## src/rtl/udp_packer.sv

```systemverilog
// UDP/IPv4/Ethernet II frame builder: prepends a 42-byte header to a 32-bit payload
// stream and realigns the payload by two bytes behind it.
module udp_packer #(
   parameter int unsigned STREAM_DATA_WIDTH = 32,
   parameter logic [47:0] SRC_MAC           = 48'h000a35000102,
   parameter logic [47:0] DST_MAC           = 48'hffffffffffff,
   parameter logic [31:0] SRC_IP            = 32'hc0a8120a,
   parameter logic [31:0] DST_IP            = 32'hc0a81201,
   parameter logic [15:0] SRC_PORT          = 16'h1f90,
   parameter logic [15:0] DST_PORT          = 16'h1f90,
   parameter logic [7:0]  IP_TTL            = 8'd64,
   parameter int unsigned PAYLOAD_MAX_SIZE  = 1472,
   localparam int unsigned LEN_WIDTH        = $clog2(PAYLOAD_MAX_SIZE + 1)
) (
   input  logic                           clk_i,
   input  logic                           s_rst_i,
   input  logic                           hdr_valid_i,
   output logic                           hdr_ready_o,
   input  logic [LEN_WIDTH-1:0]           payload_len_i,
   input  logic [STREAM_DATA_WIDTH-1:0]   s_axis_tdata_i,
   input  logic [STREAM_DATA_WIDTH/8-1:0] s_axis_tkeep_i,
   input  logic                           s_axis_tvalid_i,
   input  logic                           s_axis_tlast_i,
   output logic                           s_axis_tready_o,
   output logic [STREAM_DATA_WIDTH-1:0]   m_axis_tdata_o,
   output logic [STREAM_DATA_WIDTH/8-1:0] m_axis_tkeep_o,
   output logic                           m_axis_tvalid_o,
   output logic                           m_axis_tlast_o,
   input  logic                           m_axis_tready_i,
   output logic                           len_err_o,
   output logic                           frame_done_o,
   output logic [2:0]                     dbg_state_o,
   output logic [15:0]                    dbg_ip_id_o
);

   // Handshakes: a transfer happens on a rising edge where valid && ready; a
   // source never drops valid or changes data before its transfer completes.
   typedef enum logic [2:0] {
      ST_IDLE    = 3'd0,
      ST_CALC    = 3'd1,
      ST_HDR     = 3'd2,
      ST_MERGE   = 3'd3,
      ST_PAYLOAD = 3'd4,
      ST_TAIL    = 3'd5,
      ST_LAST    = 3'd6
   } state_e;

   state_e                 state_q, state_d;
   logic                   hdr_ready_q, hdr_ready_d;
   logic [LEN_WIDTH-1:0]   len_q, len_d;
   logic [15:0]            id_q, id_d;
   logic [15:0]            ip_id_q, ip_id_d;
   logic [15:0]            csum_q, csum_d;
   logic [3:0]             beat_q, beat_d;
   logic [15:0]            carry_q, carry_d;
   logic [1:0]             keep_hi_q, keep_hi_d;
   logic [15:0]            byte_cnt_q, byte_cnt_d;
   logic [31:0]            m_data_q, m_data_d;
   logic [3:0]             m_keep_q, m_keep_d;
   logic                   m_valid_q, m_valid_d;
   logic                   m_last_q, m_last_d;

   logic                   out_ld;
   logic                   s_ready;
   logic                   len_err;
   logic [15:0]            tot_len, udp_len;
   logic [19:0]            csum_sum;
   logic [16:0]            csum_f1;
   logic [15:0]            csum_f2;
   logic [319:0]           hdr_be;
   logic [31:0]            hdr_be_word;
   logic [31:0]            hdr_word;
   logic [15:0]            lo16;
   logic [15:0]            n_bytes;
   logic [15:0]            cnt_sum;

   assign tot_len = 16'(len_q) + 16'd28;
   assign udp_len = 16'(len_q) + 16'd8;

   // Header bytes 0..39 in wire order, byte 0 in the top bits; bytes 40-41 (UDP
   // checksum, disabled) are the zero low half of the first payload beat.
   assign hdr_be = {DST_MAC, SRC_MAC, 16'h0800, 16'h4500, tot_len, id_q, 16'h4000,
                    IP_TTL, 8'h11, csum_q, SRC_IP, DST_IP, SRC_PORT, DST_PORT, udp_len};

   always_comb begin
      csum_sum = 20'h04500 + 20'(tot_len) + 20'(id_q) + 20'h04000 + 20'({IP_TTL, 8'h11})
               + 20'(SRC_IP[31:16]) + 20'(SRC_IP[15:0]) + 20'(DST_IP[31:16]) + 20'(DST_IP[15:0]);
      csum_f1  = {1'b0, csum_sum[15:0]} + 17'(csum_sum[19:16]);
      csum_f2  = csum_f1[15:0] + 16'(csum_f1[16]);
   end

   always_comb begin
      hdr_be_word = 32'h0;
      for (int i = 0; i < 10; i++) begin
         if (beat_q == 4'(i)) hdr_be_word = hdr_be[319-32*i -: 32];
      end
      hdr_word = {hdr_be_word[7:0], hdr_be_word[15:8], hdr_be_word[23:16], hdr_be_word[31:24]};
   end

   always_comb begin
      case (s_axis_tkeep_i)
         4'b0001: n_bytes = 16'd1;
         4'b0011: n_bytes = 16'd2;
         4'b0111: n_bytes = 16'd3;
         default: n_bytes = 16'd4;
      endcase
      cnt_sum = byte_cnt_q + n_bytes;
      lo16    = (state_q == ST_MERGE) ? 16'h0000 : carry_q;
   end

   assign out_ld = !m_valid_q || m_axis_tready_i;

   always_comb begin
      state_d    = state_q;
      len_d      = len_q;
      id_d       = id_q;
      ip_id_d    = ip_id_q;
      csum_d     = csum_q;
      beat_d     = beat_q;
      carry_d    = carry_q;
      keep_hi_d  = keep_hi_q;
      byte_cnt_d = byte_cnt_q;
      m_data_d   = m_data_q;
      m_keep_d   = m_keep_q;
      m_last_d   = m_last_q;
      m_valid_d  = m_valid_q && !m_axis_tready_i;
      s_ready    = 1'b0;
      len_err    = 1'b0;
      case (state_q)
         ST_IDLE: begin
            if (hdr_ready_q && hdr_valid_i) begin
               len_d      = payload_len_i;
               id_d       = ip_id_q;
               byte_cnt_d = 16'h0;
               state_d    = ST_CALC;
            end
         end
         ST_CALC: begin
            csum_d  = ~csum_f2;
            beat_d  = 4'd0;
            state_d = ST_HDR;
         end
         ST_HDR: begin
            if (out_ld) begin
               m_data_d  = hdr_word;
               m_keep_d  = 4'hf;
               m_last_d  = 1'b0;
               m_valid_d = 1'b1;
               beat_d    = beat_q + 4'd1;
               if (beat_q == 4'd9) state_d = ST_MERGE;
            end
         end
         ST_MERGE, ST_PAYLOAD: begin
            s_ready = out_ld;
            if (s_axis_tvalid_i && out_ld) begin
               m_data_d   = {s_axis_tdata_i[15:0], lo16};
               m_keep_d   = 4'hf;
               m_last_d   = 1'b0;
               m_valid_d  = 1'b1;
               carry_d    = s_axis_tdata_i[31:16];
               byte_cnt_d = cnt_sum;
               state_d    = ST_PAYLOAD;
               if (s_axis_tlast_i) begin
                  len_err = (cnt_sum != 16'(len_q));
                  // Up to two bytes on the last beat fit beside the carried pair.
                  if (s_axis_tkeep_i <= 4'b0011) begin
                     m_keep_d = {s_axis_tkeep_i[1:0], 2'b11};
                     m_last_d = 1'b1;
                     state_d  = ST_LAST;
                  end else begin
                     keep_hi_d = s_axis_tkeep_i[3:2];
                     state_d   = ST_TAIL;
                  end
               end
            end
         end
         ST_TAIL: begin
            if (out_ld) begin
               m_data_d  = {16'h0000, carry_q};
               m_keep_d  = {2'b00, keep_hi_q};
               m_last_d  = 1'b1;
               m_valid_d = 1'b1;
               state_d   = ST_LAST;
            end
         end
         ST_LAST: begin
            if (m_valid_q && m_axis_tready_i) begin
               ip_id_d = ip_id_q + 16'd1;
               state_d = ST_IDLE;
            end
         end
         default: state_d = ST_IDLE;
      endcase
      hdr_ready_d = (state_d == ST_IDLE);
   end

   always_ff @(posedge clk_i) begin
      if (s_rst_i) begin
         state_q    <= ST_IDLE;
         hdr_ready_q <= 1'b0;
         len_q      <= '0;
         id_q       <= 16'h0;
         ip_id_q    <= 16'h0;
         csum_q     <= 16'h0;
         beat_q     <= 4'd0;
         carry_q    <= 16'h0;
         keep_hi_q  <= 2'b00;
         byte_cnt_q <= 16'h0;
         m_data_q   <= 32'h0;
         m_keep_q   <= 4'h0;
         m_valid_q  <= 1'b0;
         m_last_q   <= 1'b0;
      end else begin
         state_q    <= state_d;
         hdr_ready_q <= hdr_ready_d;
         len_q      <= len_d;
         id_q       <= id_d;
         ip_id_q    <= ip_id_d;
         csum_q     <= csum_d;
         beat_q     <= beat_d;
         carry_q    <= carry_d;
         keep_hi_q  <= keep_hi_d;
         byte_cnt_q <= byte_cnt_d;
         m_data_q   <= m_data_d;
         m_keep_q   <= m_keep_d;
         m_valid_q  <= m_valid_d;
         m_last_q   <= m_last_d;
      end
   end

   assign hdr_ready_o     = hdr_ready_q;
   assign s_axis_tready_o = s_ready && !s_rst_i;
   assign len_err_o       = len_err && !s_rst_i;
   assign m_axis_tdata_o  = m_data_q;
   assign m_axis_tkeep_o  = m_keep_q;
   assign m_axis_tvalid_o = m_valid_q;
   assign m_axis_tlast_o  = m_last_q;
   assign frame_done_o    = m_valid_q && m_last_q && m_axis_tready_i;
   assign dbg_state_o     = state_q;
   assign dbg_ip_id_o     = ip_id_q;

endmodule

```

## config.mk

```make
export PLATFORM = sky130hd
export DESIGN_NAME = udp_packer
export DESIGN_NICKNAME = d
export VERILOG_FILES = /design/src/rtl/udp_packer.sv
export SDC_FILE = /design/constraint.sdc
export NUM_CORES = 1
export LEC_CHECK = 0
export BUFFER_PORTS_ARGS = -buffer_cell sky130_fd_sc_hd__clkbuf_2
export CORE_MARGIN = 3
export CORE_UTILIZATION = 61
export DETAILED_ROUTE_END_ITERATION = 6
export PLACE_DENSITY = 0.83
export SLEW_MARGIN = 40
export SYNTH_ARGS = -nofsm -noshare
export SYNTH_HDL_FRONTEND = slang
export SYNTH_SLANG_ARGS = --single-unit
```

## constraint.sdc

```tcl
create_clock -name clk_i -period 11.2 [get_ports clk_i]
set_clock_uncertainty 0.15 [all_clocks]
set_input_delay 1.12 -clock clk_i [delete_from_list [all_inputs] [get_ports clk_i]]
set_output_delay 1.12 -clock clk_i [all_outputs]
set_load 0.01 [all_outputs]
```

==> run_results.csv, run 1 <==
group,metric,value,unit
timing,min_period,7530,ps
floorplan,die_x,124,µm
floorplan,die_area,0.0155,mm²
finish,fin_util,71.9,%
run,maxCapViolCount,0,
critical_path,required,11370,ps
synth,synth_cells,1156,
placement,place_worst_setup_slack,3700,ps
global_routing,grt.total_usage,30.9,%
critical_path,worst_setup_path_end_kind,"flip-flop",
route,wire_per_inst,17.4,µm
timing,period_share,67.3,%
route,drc,0,
route,drtIter0Drc,872,
finish,drive_above_1_share,13.3,%
timing,max_freq,133,MHz
finish,area_delta_synth_final,13.5,%
route,drt-total-wl,24500,µm
floorplan,start_util,63.4,%
finish,diodes,0,
cts,ctsHoldBuffers,0,
floorplan,core_area,0.0135,mm²
critical_path,crit_family,"simple AND/OR/NAND/NOR gates",
placement,place_congestion,1.02,
synth,synth.cell_area,0.00856,mm²
power_and_ir_drop,power,1330,µW
critical_path,startpoint,"len_q[3]",
floorplan,chipHeight,124,µm
global_routing,grt_antenna_before_repair,0,
synth,ys_ff_latch,139,
critical_path,max_stage_delay,500,ps
route,vias,8493,
timing,rsz0062_at_grt,"false",
route,detail_route.first_pass.iterations,6,
critical_path,cp_num_buf_inv,3,
synth,yosysMostFrequentCell,"nand2_1",
timing,setup-violations-final,0,
timing,maxSlewHeadroom,46.3,%
synth,yosysTopAreaCellShare,32.5,%
global_routing,grt_max_degree,86,
cts,clk_path_buf_depth,2,
cts,cts_made_buffers,17,
floorplan,rows,42,
power_and_ir_drop,power_density,137,mW/mm²
power_and_ir_drop,total_leakage_power,0.00387,µW
placement,place.detailed.hpwl,17600,µm
floorplan,io-pin-count,114,
timing,setup_slack,3670,ps
cts,clock_latency,440,ps
cts,cts.sinks,139,
finish,multi_input_area,0.00535,mm²
timing,setup_tns,0,ps
cts,cts_resized,0,
cts,cts_root_buffer,"clkbuf_16",
route,antenna_left,0,
finish,fillers,1097,
critical_path,r2r-start,"len_q[3]",
synth,ys_seq_area_share,32.5,%
global_routing,overflow,0,
timing,final_max_slew_viol_count,0,
synth,synth_edf_count,0,
critical_path,crit_top_cell,"ha_1",
finish,regArea,0.00278,mm²
timing,hold_viol_final,0,
critical_path,path_depth,30,
cts,cts.clk_slew.worst_paths,60,ps
synth,yosys_most_used_dff,"dfxtp_1",
hold_path,hold_start,"carry_q[6]",
synth,synth_area_leader_cell,"dfxtp_1",
critical_path,ff2ff_path_depth,30,
hold_path,whs_path_depth,2,
cts,htree_levels,4,
critical_path,crit_arrival,7700,ps
power_and_ir_drop,ir_drop,0.121,mV
hold_path,hold_class,"reg2reg",
synth,synth.distinct_cells,60,
synth,syn_nets,1254,
synth,yosys-top-cells-area,"dfxtp_1 33%, nand2_1 8.4%, a21oi_1 6.6%, ha_1 6.3%, nor2_1 5.5%",
critical_path,path_class,"reg2reg",
synth,synth_area_per_cell,7.40,µm²
cts,cts_setup_buffers,0,
synth,synth_common_cells,"191 x nand2_1, 139 x dfxtp_1, 125 x nor2_1",
finish,nets,1311,
timing,tightest_slew,806,ps
synth,async_flop_share,0,%
global_routing,grt_pass1_wl,39200,µm
critical_path,slowest_stage,"o21ai_0",
route,viasPerCell,6.06,
critical_path,worstPathMaxFanout,8,
placement,io_buffer_count,113,
global_routing,grt_pass1_vias,7771,
synth,ys_warn_count,0,
run_status,outcome,"finished, final reports clean",
cts,cts_tree,"done",
critical_path,cp-start-kind,"flip-flop",
[power by group]
| group | leakage (µW) | total, µW | switching, µW | internal, µW |
|---|---|---|---|---|
| Sequential | 0.00113 | 529 | 17.2 | 512 |
| Combinational | 0.00248 | 242 | 150 | 92.5 |
| Clock | 0.000271 | 557 | 224 | 333 |
[registers in the layout, indices dropped and copies added, names as in the netlist]
signal           count
m_axis_tlast_o       1
keep_hi_q            2
byte_cnt_q          16
beat_q               4
m_axis_tkeep_o       4
len_q               11
csum_q              16
hdr_ready_o          1
id_q                16
dbg_state_o          3
m_axis_tvalid_o      1
m_axis_tdata_o      32
carry_q             16
dbg_ip_id_o         16
[routing by layer]
metal  GRT usage [%]  share of wire [%]
met1            41.8                 43
met2            47.9                 46
met4            11.7                3.0
met5               0                  0
met3            7.29                8.1
[layout by cell type (no fill, tap or decap), types with 4 or more instances in the layout]
cell | Yosys | final
nand2b_1 | 11 | 11
or3_1 | 4 | 4
o21ai_0 | 63 | 63
a31oi_1 | 6 | 6
clkbuf_2 | 0 | 112
and2_1 | 14 | 13
nor3_1 | 25 | 25
a211oi_1 | 35 | 35
nor2b_1 | 9 | 9
a22oi_1 | 20 | 20
buf_4 | 0 | 4
nand4_1 | 17 | 17
clkinvlp_4 | 0 | 6
a21o_1 | 6 | 6
a221oi_1 | 4 | 4
xnor2_1 | 51 | 51
ha_1 | 43 | 43
dfxtp_1 | 139 | 139
inv_1 | 44 | 44
and3_1 | 8 | 7
nor2_1 | 125 | 122
xor2_1 | 32 | 32
nand3_1 | 22 | 22
a21oi_1 | 113 | 112
nand2_1 | 191 | 191
nor4_1 | 6 | 5
clkbuf_16 | 0 | 17
o211ai_1 | 20 | 20
a311oi_1 | 8 | 8
and4_1 | 4 | 4
[worst register-to-register path, delay by kind of cell, from the launching register on]
kind                     cells  cell delay (ps)
AND/OR/NAND/NOR             10             2490
AO/OA/AOI/OAI                9             2340
buffers and inverters        3              210
adder cells (fa/ha/maj)      6             1470
flip-flops                   1              450
multiplexers                 1              130
XOR/XNOR                     1              180
[metrics by stage]
| stage | hold slack, ps | std cells | cell area [µm²] |
|---|---|---|---|
| 6_report | 308 | 1402 | 9710 |
| 5_1_grt | 323 | 1402 | 9710 |
| 4_1_cts | 308 | 1402 | 9700 |
| 3_5_place_dp | 297 | 1370 | 9120 |
| 3_3_place_gp | 293 | 1370 | 9090 |
| 2_1_floorplan | 282 | 1156 | 8560 |
[logic make-up after synthesis]
group                    after synthesis  share of synthesized area [%]
AND/OR/NAND/NOR                      453                           23.6
adder cells (fa/ha/maj)               45                           6.75
flip-flops                           139                           32.5
XOR/XNOR                              85                           9.02
multiplexers                           3                          0.351
AO/OA/AOI/OAI                        308                           22.3
buffers and inverters                123                           5.44
[worst paths after layout]
path / endpoint / slack [ps]
setup / recovery: csum_q[15] / 3670
hold reg to reg: carry_q[6] / 310
setup reg to reg: csum_q[15] / 3670
hold / removal: carry_q[6] / 310
[cell type report]
cell class,instances,share of cell area [%]
Tap cell,176,2.27
Timing Repair Buffer,117,6.20
Clock buffer,18,4.52
Clock inverter,14,1.51
Multi-Input combinational cell,894,55.1
Sequential cell,139,28.7
Inverter,44,1.70
Power figures use the tool's default switching activity.
==> run 2, diff against run 1 <==
Settings changed: CORE_UTILIZATION 61 to 53, PLACE_DENSITY 0.83 to 0.76.
Clock period 11.2 ns to 6.4 ns, I/O delays scaled along.
==> run_results.csv, run 2 (synthesized netlist as in run 1, its figures left out) <==
group,metric,value,unit
run_status,outcome,"finished, final reports clean",
placement,post-place-cells,1422,
route,wire_per_inst,17.1,µm
hold_path,hold_start,"s_axis_tdata_i[29]",
critical_path,crit_arrival,6250,ps
power_and_ir_drop,p_int,1580,µW
power_and_ir_drop,power,2290,µW
power_and_ir_drop,total_leakage_power,0.00398,µW
finish,area_delta_synth_final,16.2,%
timing,tightest_slew,797,ps
cts,clk_path_buf_depth,2,
cts,cts_tree,"done",
critical_path,slowest_stage,"or4_4",
floorplan,die_area,0.0177,mm²
power_and_ir_drop,power_frac_seq,40.2,%
critical_path,crit_top_cell,"ha_1",
power_and_ir_drop,switching_share,31.1,%
critical_path,reg2reg_slack,320,ps
placement,place_congestion,0.990,
route,drc,0,
timing,period_share,95.0,%
route,antenna_left,0,
finish,final_common_cell,"nand2_1",
global_routing,grt_pass1_vias,7470,
finish,fillers,1398,
floorplan,core_area,0.0155,mm²
timing,hold_viol_final,0,
timing,maxSlewHeadroom,46.9,%
cts,cts.sinks,139,
floorplan,rows,45,
global_routing,grt_max_degree,76,
route,vias,8464,
route,detail_route.first_pass.iterations,5,
critical_path,rr_endpoint,"csum_q[15]",
timing,min_period,6080,ps
hold_path,hold-path-endpoint,"carry_q[13]",
placement,place.detailed.hpwl,18300,µm
route,viasPerCell,5.80,
power_and_ir_drop,power_density,230,mW/mm²
timing,setup-violations-final,0,
global_routing,grt_pass1_wl,38600,µm
finish,diodes,0,
critical_path,max_stage_delay,430,ps
critical_path,worstPathMaxFanout,4,
finish,drive_above_1_share,16.0,%
run,maxCapViolCount,0,
critical_path,cp-start-kind,"flip-flop",
finish,largest_reg_flops,32,
power_and_ir_drop,combPwrFrac,19.4,%
finish,fin_util,64.2,%
critical_path,path_class,"reg2reg",
global_routing,grt.total_usage,27.0,%
critical_path,worst_setup_path_end_kind,"flip-flop",
cts,ctsHoldBuffers,0,
critical_path,required,6570,ps
hold_path,whs_path_depth,3,
finish,nets,1333,
power_and_ir_drop,p_clk_share,40.4,%
power_and_ir_drop,ir_drop,0.212,mV
finish,final_cell_mix,"191 x nand2_1, 139 x dfxtp_1, 120 x nor2_1",
timing,final_max_slew_viol_count,0,
floorplan,io-pin-count,114,
floorplan,chipHeight,133,µm
floorplan,start_util,55.3,%
power_and_ir_drop,power_switching,712,µW
global_routing,overflow,0,
route,drtIter0Drc,683,
hold_path,hold_class,"in2reg",
timing,max_freq,164,MHz
cts,cts_made_buffers,17,
critical_path,r2r-start,"len_q[3]",
placement,io_buffer_count,113,
cts,cts_root_buffer,"clkbuf_16",
critical_path,ff2ff_path_depth,30,
cts,htree_levels,4,
global_routing,grt_antenna_before_repair,0,
floorplan,die_x,133,µm
cts,cts.clk_slew.worst_paths,60,ps
cts,clock_latency,430,ps
finish,fin_cells,1459,
route,drt-total-wl,24900,µm
==> run 2: routing by layer <==
layer	share of wire (%)	vias up	GRT usage, %
met1	46	3974	38.1
met5	0	-	0
met4	2.4	0	8.20
met2	45	263	41.0
li1	-	4190	-
met3	7.1	37	6.39
==> run 2: area by class of cell <==
cell class                      instances  area [µm²]  share of cell area, %
Clock inverter                         15         131                   1.32
Inverter                               44         165                   1.66
Tap cell                              211         264                   2.65
Timing Repair Buffer                  139         763                   7.67
Clock buffer                           17         425                   4.28
Sequential cell                       139        2780                   28.0
Multi-Input combinational cell        894        5410                   54.4
==> run 2: how the worst max path moves through the flow <==
stage	end	cells after the start	slack [ps]	start
after global placement	csum_q[15]	31	170	len_q[3]
after detailed placement	csum_q[15]	31	10	len_q[3]
final	csum_q[15]	30	320	len_q[3]
after global routing	csum_q[15]	30	-110	len_q[3]
after CTS	csum_q[15]	31	6	len_q[3]
after floorplan	csum_q[15]	33	30	len_q[3]
==> run 2: what timing repair did <==
item                                    in CTS  in global routing
resized for setup                            0                 17
buffers inserted                             0                  5
endpoints found under the setup margin       0                  7
==> run 2: worst max-delay path: cells and delay by family, from the launching register on <==
family                     cells  cell delay [ps]
muxes                          1              130
AOI/OAI and AO/OA              8             1420
and+or+nand+nor               12             2230
xor gates and xnor gates       1              220
buffers and inverters          2              120
adders and majority gates      6             1380
DFF                            1              320
==> run 2: power groups by stage <==
stage	Sequential, µW	Combinational (µW)	Clock, µW
6_report	921	444	926
4_1_cts	920	431	942
2_1_floorplan	939	295	0
5_1_grt	924	487	978
3_3_place_gp	939	427	0
3_5_place_dp	940	429	0
==> run 2: stage by stage <==
stage          hold WS, ps  instance area [µm²]  setup TNS, ps  worst slack [ps]
6_report               280                 9940              0               319
2_1_floorplan          282                 8570              0              32.3
3_3_place_gp           295                 9270              0               168
5_1_grt                269                 9940           -109              -109
4_1_cts                265                 9840              0              6.39
3_5_place_dp           299                 9290              0              12.0
==> run 3, diff against run 2 <==
Settings changed: BUFFER_PORTS_ARGS -buffer_cell sky130_fd_sc_hd__clkbuf_2 to -buffer_cell sky130_fd_sc_hd__buf_2, PLACE_DENSITY 0.76 to 0.87.
==> run_results.csv, run 3 (synthesized netlist as in run 1, its figures left out) <==
group,metric,value,unit
run_status,outcome,"finished, violations left",
run_status,violations,"DRC",
route,antenna_left,0,
placement,place.detailed.hpwl,18800,µm
cts,cts_tree,"done",
timing,setup_tns,0,ps
global_routing,grt.total_usage,28.1,%
timing,min_period,6200,ps
global_routing,grt_pass1_vias,7709,
route,drc,2,
finish,nets,1336,
critical_path,crit_top_cell,"ha_1",
power_and_ir_drop,total_leakage_power,0.00404,µW
cts,cts_made_buffers,17,
placement,place_congestion,0.982,
critical_path,cp-start-kind,"flip-flop",
cts,cts.sinks,139,
floorplan,rows,45,
critical_path,crit_arrival,6370,ps
power_and_ir_drop,power_density,233,mW/mm²
critical_path,rr_endpoint,"csum_q[15]",
cts,clock_latency,430,ps
placement,io_buffer_count,113,
cts,htree_levels,4,
timing,tightest_slew,762,ps
floorplan,die_x,133,µm
finish,fillers,1337,
critical_path,r2r-start,"len_q[3]",
critical_path,startpoint,"len_q[3]",
finish,drive_above_1_share,15.9,%
route,detail_route.first_pass.iterations,7,
placement,place_worst_setup_slack,-62.5,ps
cts,cts_root_buffer,"clkbuf_16",
global_routing,grt_antenna_before_repair,0,
route,vias,8662,
global_routing,grt_pass1_wl,40100,µm
timing,period_share,96.9,%
run,maxCapViolCount,0,
route,drtIter0Drc,755,
critical_path,path_class,"reg2reg",
critical_path,required,6570,ps
floorplan,chipHeight,133,µm
floorplan,die_area,0.0177,mm²
route,drt-total-wl,25800,µm
timing,max_freq,161,MHz
critical_path,reg2reg_slack,200,ps
global_routing,grt_max_degree,86,
cts,clk_path_buf_depth,2,
timing,hold_viol_final,0,
finish,final_cell_mix,"191 x nand2_1, 139 x dfxtp_1, 120 x nor2_1",
timing,setup_slack,200,ps
floorplan,core_area,0.0155,mm²
timing,maxSlewHeadroom,49.1,%
cts,cts.clk_slew.worst_paths,60,ps
global_routing,overflow,0,
critical_path,worst_setup_path_end_kind,"flip-flop",
finish,fin_util,64.4,%
power_and_ir_drop,ir_drop,0.185,mV
finish,final_common_cell,"nand2_1",
critical_path,slowest_stage,"or4_4",
route,viasPerCell,5.92,
hold_path,hold_class,"in2reg",
critical_path,max_stage_delay,430,ps
route,wire_per_inst,17.6,µm
finish,largest_reg_flops,32,
placement,placed_cell_area,0.00930,mm²
finish,area_delta_synth_final,16.6,%
critical_path,worstPathMaxFanout,5,
critical_path,worstSetupEndpoint,"csum_q[15]",
finish,fin_area,0.00998,mm²
timing,final_max_slew_viol_count,0,
floorplan,io-pin-count,114,
finish,diodes,0,
critical_path,ff2ff_path_depth,31,
timing,setup-violations-final,0,
floorplan,start_util,55.3,%
[run 3: changes by cell type in the layout (fill, tap and decap cells not counted), sizes merged]
cell and change:
buf +115, bufinv +1, clkbuf -111, clkinv +1
inv -3
[run 3: worst min-delay path by stage]
stage,depth (start not counted),from,endpoint
4_1_cts,3,s_axis_tdata_i[26],carry_q[10]
2_1_floorplan,2,csum_q[7],csum_q[7]
3_3_place_gp,2,carry_q[0],carry_q[0]
5_1_grt,3,s_axis_tdata_i[20],carry_q[4]
6_report,3,s_axis_tdata_i[23],carry_q[7]
3_5_place_dp,2,carry_q[4],carry_q[4]
[run 3: metal layers]
metal,vias up,routed length (µm),GRT usage [%]
met3,56,2170,7.38
li1,4204,-,-
met1,4037,11200,38.0
met5,-,0,0
met4,0,776,10.3
met2,365,11600,43.1
[run 3: timing repair]
| action | CTS | global route |
|---|---|---|
| resized for setup | 1 | 15 |
| gates cloned | 0 | 0 |
| buffers inserted | 0 | 6 |
| pin swaps | 0 | 5 |
| setup endpoints to repair | 1 | 6 |
| hold buffers | 0 | 0 |
[run 3: report_power, final]
part / total (µW) / switching [µW] / internal [µW] / leakage (µW)
registers: 921 / 24.6 / 896 / 0.00113
clock network: 950 / 408 / 542 / 0.000270
logic: 450 / 275 / 176 / 0.00264
total: 2320 / 707 / 1610 / 0.00404
[run 3: area by class of cell]
cell class                      count  area, µm²  share of cell area [%]
Multi-Input combinational cell    894       5410                    54.2
Timing Repair Buffer              142        790                    7.91
Clock inverter                     14        139                    1.39
Tap cell                          211        264                    2.65
Clock buffer                       18        429                    4.30
Inverter                           44        165                    1.66
Sequential cell                   139       2780                    27.9
[run 3: through the flow]
| step | power, µW | hold slack [ps] | std cells |
|---|---|---|---|
| 3_5_place_dp | 1370 | 297 | 1424 |
| 5_1_grt | 2400 | 301 | 1462 |
| 2_1_floorplan | 1230 | 282 | 1156 |
| 6_report | 2320 | 299 | 1462 |
| 4_1_cts | 2310 | 285 | 1456 |
| 3_3_place_gp | 1360 | 294 | 1424 |
[run 3: worst max-delay path: cells and delay by family, from the launching register on]
| family | cells | cell delay [ps] |
|---|---|---|
| and+or+nand+nor | 14 | 2640 |
| buffers and inverters | 3 | 170 |
| adders and majority gates | 6 | 1440 |
| DFF | 1 | 320 |
| muxes | 1 | 130 |
| AOI/OAI and AO/OA | 7 | 1240 |
